`src/rtl/branch_redirect_ctrl.sv`:
```
// Branch redirect sequencer: issues one PC redirect and matching flushes per taken branch.
// Optional saturating redirect statistics are built when BRANCH_STATS_EN is defined.
module branch_redirect_ctrl #(
    parameter int PC_W  = 6,
    parameter int CNT_W = 8
) (
    input  logic             clk,
    input  logic             rst,
    input  logic             id_taken,
    input  logic             exe_taken,
    input  logic [PC_W-1:0]  id_bra_pc,
    input  logic [PC_W-1:0]  exe_bra_pc,
    input  logic             stall_in,
    output logic             pc_load,
    output logic [PC_W-1:0]  pc_target,
    output logic             if_id_flush,
    output logic             id_exe_flush,
    output logic             busy,
    output logic [CNT_W-1:0] taken_cnt,
    output logic [CNT_W-1:0] exe_cnt
);

    typedef enum logic {RUN, HOLD} state_t;

    state_t          state;
    logic [PC_W-1:0] pend_pc;
    logic            pend_exe;
    logic            busy_q;
    logic            any_taken;
    logic [PC_W-1:0] sel_pc;

    // The EXE branch is older, so it wins and the ID branch is on the wrong path.
    assign any_taken = id_taken | exe_taken;
    assign sel_pc    = exe_taken ? exe_bra_pc : id_bra_pc;
    assign busy      = busy_q;

    always_comb begin
        pc_load      = 1'b0;
        pc_target    = '0;
        if_id_flush  = 1'b0;
        id_exe_flush = 1'b0;
        if (!rst && !stall_in) begin
            if (state == HOLD) begin
                pc_load      = 1'b1;
                pc_target    = pend_pc;
                if_id_flush  = 1'b1;
                id_exe_flush = pend_exe;
            end else if (any_taken) begin
                pc_load      = 1'b1;
                pc_target    = sel_pc;
                if_id_flush  = 1'b1;
                id_exe_flush = exe_taken;
            end
        end
    end

    always_ff @(posedge clk or posedge rst) begin
        if (rst) begin
            state    <= RUN;
            pend_pc  <= '0;
            pend_exe <= 1'b0;
            busy_q   <= 1'b0;
        end else begin
            case (state)
                RUN: begin
                    if (any_taken && stall_in) begin
                        state    <= HOLD;
                        pend_pc  <= sel_pc;
                        pend_exe <= exe_taken;
                        busy_q   <= 1'b1;
                    end
                end
                HOLD: begin
                    if (!stall_in) begin
                        state  <= RUN;
                        busy_q <= 1'b0;
                    end
                end
                default: begin
                    state  <= RUN;
                    busy_q <= 1'b0;
                end
            endcase
        end
    end

`ifdef BRANCH_STATS_EN
    function automatic logic [CNT_W-1:0] sat_inc(input logic [CNT_W-1:0] v);
        return (&v) ? v : v + CNT_W'(1);
    endfunction

    logic [CNT_W-1:0] taken_cnt_q;
    logic [CNT_W-1:0] exe_cnt_q;

    // id_exe_flush is raised exactly when the issued redirect came from EXE.
    always_ff @(posedge clk or posedge rst) begin
        if (rst) begin
            taken_cnt_q <= '0;
            exe_cnt_q   <= '0;
        end else if (pc_load) begin
            taken_cnt_q <= sat_inc(taken_cnt_q);
            if (id_exe_flush)
                exe_cnt_q <= sat_inc(exe_cnt_q);
        end
    end

    assign taken_cnt = taken_cnt_q;
    assign exe_cnt   = exe_cnt_q;
`else
    assign taken_cnt = '0;
    assign exe_cnt   = '0;
`endif

endmodule

```
`config.mk`:
```
export PLATFORM = sky130hd
export DESIGN_NAME = branch_redirect_ctrl
export DESIGN_NICKNAME = d
export VERILOG_FILES = /design/src/rtl/branch_redirect_ctrl.sv
export SDC_FILE = /design/constraint.sdc
export NUM_CORES = 1
export LEC_CHECK = 0
export ABC_CLOCK_PERIOD_IN_PS = 2000
export CORE_UTILIZATION = 35
export DETAILED_ROUTE_END_ITERATION = 8
export GPL_TIMING_DRIVEN = 0
export PLACE_DENSITY = 0.74
export SYNTH_ARGS = -nofsm -noshare
export SYNTH_HDL_FRONTEND = slang
export SYNTH_SLANG_ARGS = --single-unit
```
`constraint.sdc`:
```
create_clock -name clk -period 2 [get_ports clk]
set_input_delay 0.3 -clock clk [delete_from_list [all_inputs] [get_ports clk]]
set_output_delay 0.3 -clock clk [all_outputs]
set_load 0.02 [all_outputs]
```
==> impl_metrics.prom, run 1 <==
# TYPE chip_impl_metric gauge
chip_impl_metric{name="tritoncts.num_buffers",unit=""} 3
chip_impl_metric{name="final_design_area_no_fill",unit="um2"} 1150
chip_impl_metric{name="first_pass_detailed_route_iteration_total",unit=""} 4
chip_impl_info{name="main_combinational_cell_family_by_area_after_synthesis",value="buffers and inverters"} 1
chip_impl_metric{name="met3_wirelength",unit="um"} 161
chip_impl_metric{name="synth_area_in_simple_gates",unit="%"} 14.9
chip_impl_info{name="worst_setup_path_end_kind",value="output port"} 1
chip_impl_metric{name="wirelength_met1",unit="um"} 751
chip_impl_metric{name="cts_buffer_depth",unit=""} 2
chip_impl_info{name="rsz0062_at_grt",value="false"} 1
chip_impl_metric{name="min_period",unit="ns"} 1.88
chip_impl_metric{name="first_global_vias",unit=""} 601
chip_impl_metric{name="route.met2.wl",unit="um"} 752
chip_impl_metric{name="grt_start_max_net_pins",unit=""} 11
chip_impl_info{name="status",value="complete, no violations"} 1
chip_impl_info{name="worstHoldPathType",value="in2reg"} 1
chip_impl_metric{name="synth.yosys.seq_area_share",unit="%"} 29.6
chip_impl_metric{name="share_of_the_clock_period_used_by_the_worst_path_after_layout",unit="%"} 94.0
chip_impl_metric{name="start_util",unit="%"} 38.1
chip_impl_info{name="worstSetupPathType",value="reg2out"} 1
chip_impl_metric{name="timing_max_transition_violations_final",unit=""} 0
chip_impl_metric{name="grt_remaining_overflow",unit=""} 0
chip_impl_metric{name="cpPeakStageDelay",unit="ns"} 0.46
chip_impl_metric{name="pin_count",unit=""} 43
chip_impl_info{name="layout.cells.most_common",value="sky130_fd_sc_hd__buf_4"} 1
chip_impl_metric{name="diodes",unit=""} 0
chip_impl_metric{name="place_congestion",unit=""} 0.707
chip_impl_metric{name="tritoncts_num_sinks",unit=""} 9
chip_impl_info{name="path_common_cell",value="sky130_fd_sc_hd__buf_4"} 1
chip_impl_metric{name="synth.lib_cells_used.distinct",unit=""} 19
chip_impl_metric{name="htreeDepth",unit=""} 1
chip_impl_metric{name="synth_compound_gate_area_share",unit="%"} 10.2
chip_impl_metric{name="fin_skew",unit="ns"} 0.00525
chip_impl_metric{name="synth.avg_cell_area",unit="um2"} 10.2
chip_impl_info{name="clock-root-buffer",value="sky130_fd_sc_hd__clkbuf_4"} 1
chip_impl_info{name="start_kind",value="flop"} 1
chip_impl_metric{name="drc",unit=""} 0
chip_impl_metric{name="clock_latency",unit="ns"} 0.26
chip_impl_metric{name="number_of_antenna_violations_at_the_first_check_in_global_routing",unit=""} 0
chip_impl_metric{name="route.detailed.wl_per_inst",unit="um"} 11.3
chip_impl_metric{name="route.vias.total",unit=""} 636
chip_impl_metric{name="clk_transition_reported_paths",unit="ns"} 0.06
chip_impl_metric{name="critPathArrivalTime",unit="ns"} 1.58
chip_impl_metric{name="netlist_instances",unit=""} 75
chip_impl_metric{name="critPathMaxFanout",unit=""} 10
chip_impl_metric{name="ctsHoldBuffers",unit=""} 0
chip_impl_metric{name="chipHeight",unit="um"} 48.7
chip_impl_metric{name="design.die.area",unit="um2"} 2370
chip_impl_metric{name="crit_required",unit="ns"} 1.70
chip_impl_metric{name="final_core_util",unit="%"} 57.5
chip_impl_metric{name="total_leakage_power",unit="nW"} 0.564
chip_impl_metric{name="holdWs",unit="ns"} 0.416
chip_impl_metric{name="critPathBufInv",unit=""} 3
chip_impl_metric{name="port-buffer-count",unit=""} 25
chip_impl_info{name="cts_tree",value="built"} 1
chip_impl_metric{name="synth.area.mux_share",unit="%"} 22.0
chip_impl_metric{name="yosys.area.top_type_share",unit="%"} 29.6
chip_impl_info{name="timing.critical_path.slowest_stage_cell",value="sky130_fd_sc_hd__dfrtp_2"} 1
chip_impl_metric{name="route.final.wire_length",unit="um"} 1670
chip_impl_info{name="mostFrequentLayoutCells",value="20 x sky130_fd_sc_hd__buf_4, 16 x sky130_fd_sc_hd__conb_1, 15 x sky130_fd_sc_hd__clkdlybuf4s50_1, 8 x sky130_fd_sc_hd__dfrtp_1"} 1
chip_impl_info{name="netlist_top_cells_area",value="sky130_fd_sc_hd__dfrtp_1 30%, sky130_fd_sc_hd__buf_4 17%, sky130_fd_sc_hd__mux2_4 12%"} 1
chip_impl_metric{name="grt_usage",unit="%"} 15.0
chip_impl_info{name="worstPathCellList",value="buf_4 > nor3_2 > nor2_1 > buf_4 > dlygate4sd2_1"} 1
chip_impl_metric{name="drt_first_iter_violations",unit=""} 4
chip_impl_metric{name="post_synth_fa_ha_maj_area_fraction",unit="%"} 0
chip_impl_info{name="highest_layer",value="met3"} 1
chip_impl_metric{name="grt_pass1_wl",unit="um"} 2750
chip_impl_metric{name="max_cap_viol_count",unit=""} 0
chip_impl_metric{name="drive_gt1_share",unit="%"} 41.3
chip_impl_metric{name="timing.fmax",unit="MHz"} 532
chip_impl_metric{name="fin_nets",unit=""} 139
chip_impl_metric{name="setup_viol",unit=""} 0
chip_impl_metric{name="area_growth_syn_to_layout",unit="%"} 51.1
chip_impl_metric{name="synth_xor_xnor_area_share",unit="%"} 0
chip_impl_metric{name="irDropWorstVdd",unit="mV"} 0.307
chip_impl_metric{name="detailedPlace.worstSlack",unit="ns"} -0.561
chip_impl_metric{name="placedInstanceArea",unit="um2"} 1100
chip_impl_metric{name="cellPowerDensity",unit="nW/um2"} 548
chip_impl_info{name="worst_path_dominant_cell_family",value="buffers and inverters"} 1
chip_impl_metric{name="post-route-worst-setup-slack",unit="ns"} 0.119
chip_impl_metric{name="die_w",unit="um"} 48.7
chip_impl_info{name="yosysTopAreaCell",value="sky130_fd_sc_hd__dfrtp_1"} 1
chip_impl_metric{name="yosysWarnings",unit=""} 0
chip_impl_metric{name="route.antenna.remaining_nets",unit=""} 0
chip_impl_metric{name="hold_viol_final",unit=""} 0
chip_impl_metric{name="synth.ff_latch_count",unit=""} 9
chip_impl_metric{name="netlist_area",unit="um2"} 762
chip_impl_metric{name="coreArea",unit="um2"} 2000
chip_impl_metric{name="floorplan.rows",unit=""} 16
chip_impl_metric{name="route.detailed.vias_per_inst",unit=""} 4.30
chip_impl_metric{name="dp_hpwl",unit="um"} 1240
==> cells in the mapped netlist <==
cell                         n
sky130_fd_sc_hd__buf_4      17
sky130_fd_sc_hd__dfrtp_1     9
sky130_fd_sc_hd__nor3_1      7
sky130_fd_sc_hd__a221oi_1    6
sky130_fd_sc_hd__mux2_2      6
sky130_fd_sc_hd__mux2_4      6
sky130_fd_sc_hd__nor2b_1     6
sky130_fd_sc_hd__buf_6       3
sky130_fd_sc_hd__nor2_1      3
sky130_fd_sc_hd__inv_1       2
sky130_fd_sc_hd__nand2_1     2
sky130_fd_sc_hd__a22o_1      1
sky130_fd_sc_hd__a2bb2oi_1   1
sky130_fd_sc_hd__buf_2       1
sky130_fd_sc_hd__conb_1      1
sky130_fd_sc_hd__mux2i_1     1
sky130_fd_sc_hd__nor2b_2     1
sky130_fd_sc_hd__nor2b_4     1
sky130_fd_sc_hd__o21a_1      1
==> sequential cells by signal, indices dropped and copies added, names as in the netlist <==
register,count
busy,1
pend_exe,1
pend_pc,6
state,1
==> power by group <==
part	switching (mW)	internal, mW	leakage [nW]	total (mW)
sequential	0.0210	0.216	0.105	0.237
combinational	0.112	0.144	0.444	0.255
clock	0.0621	0.0768	0.0150	0.139
total	0.195	0.436	0.564	0.631
==> worst reg2reg max path: cells and delay by family (launching register included) <==
kind	cells	cell delay, ns
buffers and inverters	1	0.15
DFF	1	0.46
and+or+nand+nor	1	0.16
AOI/OAI and AO/OA	1	0.15
muxes	1	0.31
==> stage by stage <==
step | std cells | TNS, ns | total power [mW]
2_1_floorplan | 90 | 0 | 0.413
3_3_place_gp | 142 | -4.26 | 0.489
3_5_place_dp | 142 | -4.46 | 0.493
4_1_cts | 148 | 0 | 0.638
5_1_grt | 148 | 0 | 0.671
6_report | 148 | 0 | 0.631
==> final cells by class <==
class | instances | area, um2
Fill cell | 192 | 851
Multi-Input combinational cell | 58 | 432
Timing Repair Buffer | 27 | 253
Sequential cell | 9 | 226
Buffer | 21 | 169
Tap cell | 27 | 33.8
Clock buffer | 4 | 26.3
Inverter | 2 | 11.3
==> kinds of logic after synthesis <==
logic type / count (synthesis)
buffers and inverters: 23
and+or+nand+nor: 20
muxes: 13
AOI/OAI and AO/OA: 9
DFF: 9
other: 1
==> layer usage <==
layer  track usage [%]  vias to the layer above
met1              18.9                      275
met2              24.5                       36
met4              4.41                        0
met3              4.40                        0
li1                  -                      325
met5                 0                        -
==> worst paths after layout <==
path                               start    endpoint  slack, ns  depth (start not counted)
worst max-delay path               state     pc_load       0.12                          5
worst min-delay path            id_taken       state       0.42                          3
worst max register to register     state  pend_pc[4]       0.65                          4
worst min register to register  pend_exe    pend_exe       0.51                          1
max in group asynchronous            rst       state       1.43                          3
min in group asynchronous            rst       state       0.43                          3
==> timing repair <==
item	in CTS	in global routing
gates cloned	0	0
setup buffers	2	0
resized for setup	35	2
setup endpoints to repair	9	5
No activity file was read; power rests on OpenSTA's default activity.
==> inputs of run 2 (changes only) <==
--- a/config.mk
+++ b/config.mk
@@ -6,10 +6,11 @@
 export NUM_CORES = 1
 export LEC_CHECK = 0
 export ABC_CLOCK_PERIOD_IN_PS = 2000
+export CAP_MARGIN = 20
 export CORE_UTILIZATION = 35
 export DETAILED_ROUTE_END_ITERATION = 8
 export GPL_TIMING_DRIVEN = 0
-export PLACE_DENSITY = 0.74
+export PLACE_DENSITY = 0.8
 export SYNTH_ARGS = -nofsm -noshare
 export SYNTH_HDL_FRONTEND = slang
 export SYNTH_SLANG_ARGS = --single-unit
==> run 2 against run 1 <==
Non-clock buffer count is 1 lower. Hold slack better by 0.021 ns. Total power is 0.86% lower. Largest power group unchanged. Count of clock-buffer cells in the layout stayed put. Global-route usage is 0.18 points lower. Sequential power hardly changed. Clock power hardly changed.
==> impl_metrics.prom, run 2 (same netlist as run 1, synthesis figures left out) <==
# TYPE chip_impl_metric gauge
chip_impl_metric{name="grt_start_max_net_pins",unit=""} 11
chip_impl_metric{name="drt_first_iter_violations",unit=""} 5
chip_impl_info{name="timing.critical_path.slowest_stage_cell",value="sky130_fd_sc_hd__clkdlybuf4s50_1"} 1
chip_impl_metric{name="start_util",unit="%"} 38.1
chip_impl_info{name="worstHoldPathType",value="in2async"} 1
chip_impl_metric{name="port-buffer-count",unit=""} 25
chip_impl_info{name="largest-register",value="pend_pc"} 1
chip_impl_metric{name="total_leakage_power",unit="nW"} 0.553
chip_impl_info{name="status",value="complete, no violations"} 1
chip_impl_metric{name="flip_flop_count_of_the_largest_register_all_copies_and_words_added",unit=""} 6
chip_impl_metric{name="htreeDepth",unit=""} 1
chip_impl_info{name="worst_setup_path_end_kind",value="output port"} 1
chip_impl_metric{name="fin_skew",unit="ns"} 0.000868
chip_impl_metric{name="number_of_antenna_violations_at_the_first_check_in_global_routing",unit=""} 0
chip_impl_metric{name="fin_setup_tns",unit="ns"} 0
chip_impl_metric{name="diodes",unit=""} 0
chip_impl_metric{name="route.detailed.wl_per_inst",unit="um"} 11.3
chip_impl_info{name="rsz0062_at_grt",value="false"} 1
chip_impl_metric{name="critPathArrivalTime",unit="ns"} 1.60
chip_impl_metric{name="design.die.area",unit="um2"} 2370
chip_impl_metric{name="clock_latency",unit="ns"} 0.25
chip_impl_metric{name="timing_max_transition_violations_final",unit=""} 0
chip_impl_metric{name="min_period",unit="ns"} 1.90
chip_impl_metric{name="crit_required",unit="ns"} 1.70
chip_impl_metric{name="cts_buffer_depth",unit=""} 2
chip_impl_metric{name="holdWs",unit="ns"} 0.436
chip_impl_metric{name="drive_gt1_share",unit="%"} 40.8
chip_impl_metric{name="chipHeight",unit="um"} 48.7
chip_impl_info{name="cts_tree",value="built"} 1
chip_impl_metric{name="pin_count",unit=""} 43
chip_impl_info{name="mostFrequentLayoutCells",value="19 x sky130_fd_sc_hd__buf_4, 16 x sky130_fd_sc_hd__conb_1, 16 x sky130_fd_sc_hd__clkdlybuf4s50_1, 8 x sky130_fd_sc_hd__dfrtp_1"} 1
chip_impl_metric{name="drc",unit=""} 0
chip_impl_metric{name="tritoncts.num_buffers",unit=""} 3
chip_impl_metric{name="place_congestion",unit=""} 0.750
chip_impl_metric{name="first_pass_detailed_route_iteration_total",unit=""} 4
chip_impl_info{name="layout.cells.most_common",value="sky130_fd_sc_hd__buf_4"} 1
chip_impl_metric{name="first_global_vias",unit=""} 608
chip_impl_metric{name="share_of_the_clock_period_used_by_the_worst_path_after_layout",unit="%"} 94.9
chip_impl_metric{name="tritoncts_num_sinks",unit=""} 9
chip_impl_metric{name="route.detailed.vias_per_inst",unit=""} 4.42
chip_impl_metric{name="route.final.wire_length",unit="um"} 1670
chip_impl_metric{name="irDropWorstVdd",unit="mV"} 0.296
chip_impl_metric{name="cpPeakStageDelay",unit="ns"} 0.54
chip_impl_info{name="worstPathCellList",value="clkdlybuf4s50_1 > nor2b_4 > a221oi_1 > nor3_1 > buf_2"} 1
chip_impl_metric{name="route.antenna.remaining_nets",unit=""} 0
chip_impl_metric{name="grt_usage",unit="%"} 14.8
chip_impl_metric{name="grt_remaining_overflow",unit=""} 0
chip_impl_metric{name="max_cap_viol_count",unit=""} 0
chip_impl_metric{name="timing.fmax",unit="MHz"} 527
chip_impl_info{name="worstSetupPathType",value="in2out"} 1
chip_impl_metric{name="dp_hpwl",unit="um"} 1260
chip_impl_metric{name="fin_nets",unit=""} 138
chip_impl_metric{name="cellPowerDensity",unit="nW/um2"} 558
chip_impl_metric{name="coreArea",unit="um2"} 2000
chip_impl_info{name="clock-root-buffer",value="sky130_fd_sc_hd__clkbuf_4"} 1
chip_impl_metric{name="grt_pass1_wl",unit="um"} 2640
chip_impl_metric{name="floorplan.rows",unit=""} 16
chip_impl_metric{name="hold_viol_final",unit=""} 0
chip_impl_info{name="start_kind",value="input port"} 1
chip_impl_metric{name="critPathMaxFanout",unit=""} 6
chip_impl_metric{name="clk_transition_reported_paths",unit="ns"} 0.06
chip_impl_metric{name="setup_viol",unit=""} 0
chip_impl_metric{name="route.vias.total",unit=""} 650
chip_impl_metric{name="die_w",unit="um"} 48.7
chip_impl_metric{name="area_growth_syn_to_layout",unit="%"} 47.3
==> run 2: cell types whose count changed in the layout (fill, tap and decap cells not counted), sizes merged <==
| cell | before | now |
|---|---|---|
| clkdlybuf4s15 | 3 | 0 |
| dlymetal6s2s | 1 | 0 |
| clkdlybuf4s50 | 15 | 16 |
| buf | 26 | 28 |
==> run 2: power breakdown <==
group | internal (mW) | total, mW | switching (mW) | leakage [nW]
Sequential | 0.216 | 0.237 | 0.0206 | 0.105
Clock | 0.0766 | 0.136 | 0.0595 | 0.0150
Combinational | 0.140 | 0.253 | 0.113 | 0.433
Total | 0.433 | 0.626 | 0.193 | 0.553
==> run 2: what timing repair did <==
action | in CTS | in global routing
pin swaps | 0 | 0
gates resized for setup | 34 | 5
buffers inserted | 1 | 0
endpoints found under the setup margin | 9 | 5
hold buffers | 0 | 0
==> run 2: area by class of cell <==
cell class,count,area (um2)
Fill cell,199,880
Multi-Input combinational cell,58,432
Sequential cell,9,226
Timing Repair Buffer,26,224
Buffer,21,169
Tap cell,27,33.8
Clock buffer,4,26.3
Inverter,2,11.3
==> run 2: final timing paths <==
kind	startpoint	end	slack, ns	cells past startpoint
setup / recovery	id_taken	pc_target[5]	0.10	5
hold / removal	rst	pend_pc[2]	0.44	3
setup reg to reg	state	pend_pc[4]	0.65	4
hold reg to reg	pend_exe	pend_exe	0.50	1
max in group asynchronous	rst	state	1.42	3
min in group clk	exe_taken	pend_pc[1]	0.48	3
==> run 2: metal layers <==
metal	wire length, um	global-route usage [%]	up-vias
li1	-	-	318
met1	676	16.6	298
met2	852	25.9	34
met3	139	4.40	0
met4	0	5.88	0
met5	0	0	-
==> run 2: through the flow <==
step	setup WS [ns]	total power, mW	cell area (um2)	cells	utilization [%]
final	0.102	0.626	1120	147	56.1
after global routing	0.0288	0.663	1120	147	56.1
after CTS	0.00557	0.638	1150	147	57.6
after detailed placement	-0.534	0.494	1100	142	55.1
after global placement	-0.516	0.488	1100	142	55.1
after floorplan	0.380	0.413	818	90	-
==> run 2: critical path, delay by kind of cell <==
kind | cells | cell delay [ns]
buf+inv | 2 | 0.74
simple gates | 2 | 0.45
compound gates | 1 | 0.11
==> inputs of run 3 (changes only) <==
--- a/config.mk
+++ b/config.mk
@@ -5,12 +5,12 @@
 export SDC_FILE = /design/constraint.sdc
 export NUM_CORES = 1
 export LEC_CHECK = 0
-export ABC_CLOCK_PERIOD_IN_PS = 2000
+export ABC_CLOCK_PERIOD_IN_PS = 1600
 export CAP_MARGIN = 20
-export CORE_UTILIZATION = 35
+export CORE_UTILIZATION = 34
 export DETAILED_ROUTE_END_ITERATION = 8
 export GPL_TIMING_DRIVEN = 0
-export PLACE_DENSITY = 0.8
+export PLACE_DENSITY = 0.81
 export SYNTH_ARGS = -nofsm -noshare
 export SYNTH_HDL_FRONTEND = slang
 export SYNTH_SLANG_ARGS = --single-unit
==> constraint.sdc (replaced) <==
create_clock -name clk -period 1.6 [get_ports clk]
set_input_delay 0.24 -clock clk [delete_from_list [all_inputs] [get_ports clk]]
set_output_delay 0.24 -clock clk [all_outputs]
set_load 0.02 [all_outputs]
==> run 3 against run 2 <==
Hold slack worse by 0.26 ns. Sequential share of layout area down 2.0 points. Final cell count up 2.0%. Sequential cell count unchanged. Clock skew about the same. Worst setup slack worse by 0.079 ns. Critical path type is now reg2out.
==> impl_metrics.prom, run 3 (same netlist as run 1, synthesis figures left out) <==
# TYPE chip_impl_metric gauge
chip_impl_info{name="status",value="complete, no violations"} 1
chip_impl_metric{name="tritoncts_num_sinks",unit=""} 9
chip_impl_metric{name="seq_power_share",unit="%"} 35.2
chip_impl_metric{name="critPathArrivalTime",unit="ns"} 1.34
chip_impl_metric{name="power.net_switching",unit="mW"} 0.274
chip_impl_metric{name="globalRouteMet1Util",unit="%"} 19.5
chip_impl_metric{name="finalPower",unit="mW"} 0.836
chip_impl_metric{name="min_period",unit="ns"} 1.58
chip_impl_info{name="start_kind",value="flop"} 1
chip_impl_metric{name="critPathMaxFanout",unit=""} 10
chip_impl_metric{name="grtUsageMet2",unit="%"} 24.2
chip_impl_info{name="worst_setup_path_end_kind",value="output port"} 1
chip_impl_metric{name="final_core_util",unit="%"} 61.0
chip_impl_metric{name="holdWs",unit="ns"} 0.176
chip_impl_metric{name="route.detailed.vias_per_inst",unit=""} 4.47
chip_impl_metric{name="grt_usage",unit="%"} 14.9
chip_impl_metric{name="ctsHoldBuffers",unit=""} 0
chip_impl_metric{name="dp_hpwl",unit="um"} 1240
chip_impl_metric{name="route.detailed.wl_per_inst",unit="um"} 12.2
chip_impl_metric{name="timing.fmax",unit="MHz"} 634
chip_impl_metric{name="drt_first_iter_violations",unit=""} 2
chip_impl_metric{name="drc",unit=""} 0
chip_impl_metric{name="share_of_the_clock_period_used_by_the_worst_path_after_layout",unit="%"} 98.5
chip_impl_metric{name="placedInstanceArea",unit="um2"} 1100
chip_impl_metric{name="fin_skew",unit="ns"} 0.000586
chip_impl_metric{name="coreArea",unit="um2"} 2040
chip_impl_metric{name="cts_buffer_depth",unit=""} 2
chip_impl_metric{name="fin_cells",unit=""} 150
chip_impl_metric{name="setup_viol",unit=""} 0
chip_impl_metric{name="clk_transition_reported_paths",unit="ns"} 0.06
chip_impl_metric{name="fin_nets",unit=""} 141
chip_impl_metric{name="timing_max_transition_violations_final",unit=""} 0
chip_impl_metric{name="area_growth_syn_to_layout",unit="%"} 63.5
chip_impl_metric{name="tritoncts.num_buffers",unit=""} 3
chip_impl_metric{name="clock_latency",unit="ns"} 0.26
chip_impl_metric{name="first_global_vias",unit=""} 622
chip_impl_metric{name="chipHeight",unit="um"} 49.3
chip_impl_metric{name="die_w",unit="um"} 49.3
chip_impl_metric{name="port-buffer-count",unit=""} 25
chip_impl_info{name="rsz0062_at_grt",value="true"} 1
chip_impl_info{name="clock-root-buffer",value="sky130_fd_sc_hd__clkbuf_4"} 1
chip_impl_metric{name="grt_remaining_overflow",unit=""} 0
chip_impl_metric{name="detailedPlace.worstSlack",unit="ns"} -0.840
chip_impl_metric{name="first_pass_detailed_route_iteration_total",unit=""} 4
chip_impl_metric{name="design.die.area",unit="um2"} 2430
chip_impl_metric{name="fin_setup_tns",unit="ns"} 0
chip_impl_info{name="layout.cells.most_common",value="sky130_fd_sc_hd__buf_4"} 1
chip_impl_metric{name="flip_flop_count_of_the_largest_register_all_copies_and_words_added",unit=""} 6
chip_impl_metric{name="place_congestion",unit=""} 0.740
chip_impl_metric{name="gr-usage-met3",unit="%"} 4.36
chip_impl_info{name="worstHoldPathType",value="in2async"} 1
chip_impl_metric{name="number_of_antenna_violations_at_the_first_check_in_global_routing",unit=""} 0
chip_impl_metric{name="irDropWorstVdd",unit="mV"} 0.420
chip_impl_metric{name="internal_power",unit="mW"} 0.562
chip_impl_metric{name="total_leakage_power",unit="nW"} 0.596
chip_impl_metric{name="start_util",unit="%"} 37.3
chip_impl_metric{name="placed_cell_count",unit=""} 142
chip_impl_metric{name="grt_pass1_wl",unit="um"} 2800
chip_impl_metric{name="crit_required",unit="ns"} 1.36
chip_impl_metric{name="post-route-worst-setup-slack",unit="ns"} 0.0232
chip_impl_metric{name="htreeDepth",unit=""} 1
chip_impl_info{name="largest-register",value="pend_pc"} 1
chip_impl_metric{name="route.antenna.remaining_nets",unit=""} 0
chip_impl_metric{name="hold_viol_final",unit=""} 0
chip_impl_metric{name="switching_share",unit="%"} 32.8
chip_impl_metric{name="power.share.combinational",unit="%"} 43.8
chip_impl_metric{name="drive_gt1_share",unit="%"} 53.7
chip_impl_metric{name="max_cap_viol_count",unit=""} 0
chip_impl_info{name="cts_tree",value="built"} 1
chip_impl_metric{name="floorplan.rows",unit=""} 16
chip_impl_metric{name="regToRegSetupSlack",unit="ns"} 0.17
chip_impl_metric{name="diodes",unit=""} 0
chip_impl_info{name="busiest_layer",value="met2"} 1
chip_impl_metric{name="final_design_area_no_fill",unit="um2"} 1250
chip_impl_metric{name="pin_count",unit=""} 43
chip_impl_metric{name="grt_start_max_net_pins",unit=""} 11
chip_impl_metric{name="route.vias.total",unit=""} 671
chip_impl_metric{name="route.final.wire_length",unit="um"} 1830
chip_impl_metric{name="clock_power_share",unit="%"} 21.1
chip_impl_info{name="mostFrequentLayoutCells",value="21 x sky130_fd_sc_hd__buf_4, 16 x sky130_fd_sc_hd__conb_1, 13 x sky130_fd_sc_hd__clkdlybuf4s50_1, 9 x sky130_fd_sc_hd__buf_6, 8 x sky130_fd_sc_hd__dfrtp_1"} 1
chip_impl_metric{name="cellPowerDensity",unit="nW/um2"} 671
chip_impl_info{name="worstSetupPathType",value="reg2out"} 1
-- run 3: cell types whose count changed in the layout (fill, tap and decap cells not counted), moves of 2 or more --
cell / previous run / this run
sky130_fd_sc_hd__a221oi_1: 6 / 2
sky130_fd_sc_hd__a221oi_2: 0 / 4
sky130_fd_sc_hd__buf_2: 6 / 2
sky130_fd_sc_hd__buf_4: 19 / 21
sky130_fd_sc_hd__buf_6: 3 / 9
sky130_fd_sc_hd__clkbuf_2: 0 / 3
sky130_fd_sc_hd__clkdlybuf4s50_1: 16 / 13
sky130_fd_sc_hd__dlygate4sd2_1: 3 / 1
sky130_fd_sc_hd__nor3_1: 6 / 1
sky130_fd_sc_hd__nor3_4: 0 / 5
-- run 3: metal layers --
layer | wire length [um] | up-vias
li1 | - | 324
met1 | 799 | 305
met2 | 866 | 42
met3 | 162 | 0
met4 | 0 | 0
met5 | 0 | -
-- run 3: final cells by class --
cell class | count | area [um2]
repair buffers | 29 | 263
fillers | 188 | 796
plain buffers | 21 | 173
inverters | 2 | 11.3
multi-input cells | 58 | 513
clock buffers | 4 | 26.3
flip-flops and latches | 9 | 226
well taps | 27 | 33.8
-- run 3: timing repair --
| action | 4_1_cts | 5_1_grt |
|---|---|---|
| pin swaps | 2 | 2 |
| gates cloned | 0 | 0 |
| gates resized for setup | 50 | 27 |
| setup endpoints to repair | 9 | 8 |
| setup buffers | 4 | 0 |
-- run 3: path summary, 6_finish.rpt --
kind | from | depth (start not counted) | to
worst max-delay path | state | 4 | pc_target[1]
worst min-delay path | rst | 3 | busy
worst max register to register | state | 5 | pend_pc[4]
worst min register to register | pend_pc[2] | 1 | pend_pc[2]
max in group asynchronous | rst | 3 | state
min in group clk | stall_in | 3 | state
-- run 3: critical path, cell delays in order (launching register included) --
cell                       delay [ns]
sky130_fd_sc_hd__dfrtp_2         0.41
sky130_fd_sc_hd__buf_6           0.16
sky130_fd_sc_hd__a221oi_1        0.27
sky130_fd_sc_hd__nor3_2          0.08
sky130_fd_sc_hd__buf_4           0.16
-- run 3: power groups by stage --
| stage | sequential (mW) | combinational (mW) | clock (mW) |
|---|---|---|---|
| 6_report | 0.294 | 0.366 | 0.176 |
| 3_3_place_gp | 0.297 | 0.313 | 0 |
| 3_5_place_dp | 0.297 | 0.319 | 0 |
| 4_1_cts | 0.294 | 0.330 | 0.177 |
| 5_1_grt | 0.299 | 0.391 | 0.190 |
| 2_1_floorplan | 0.296 | 0.221 | 0 |
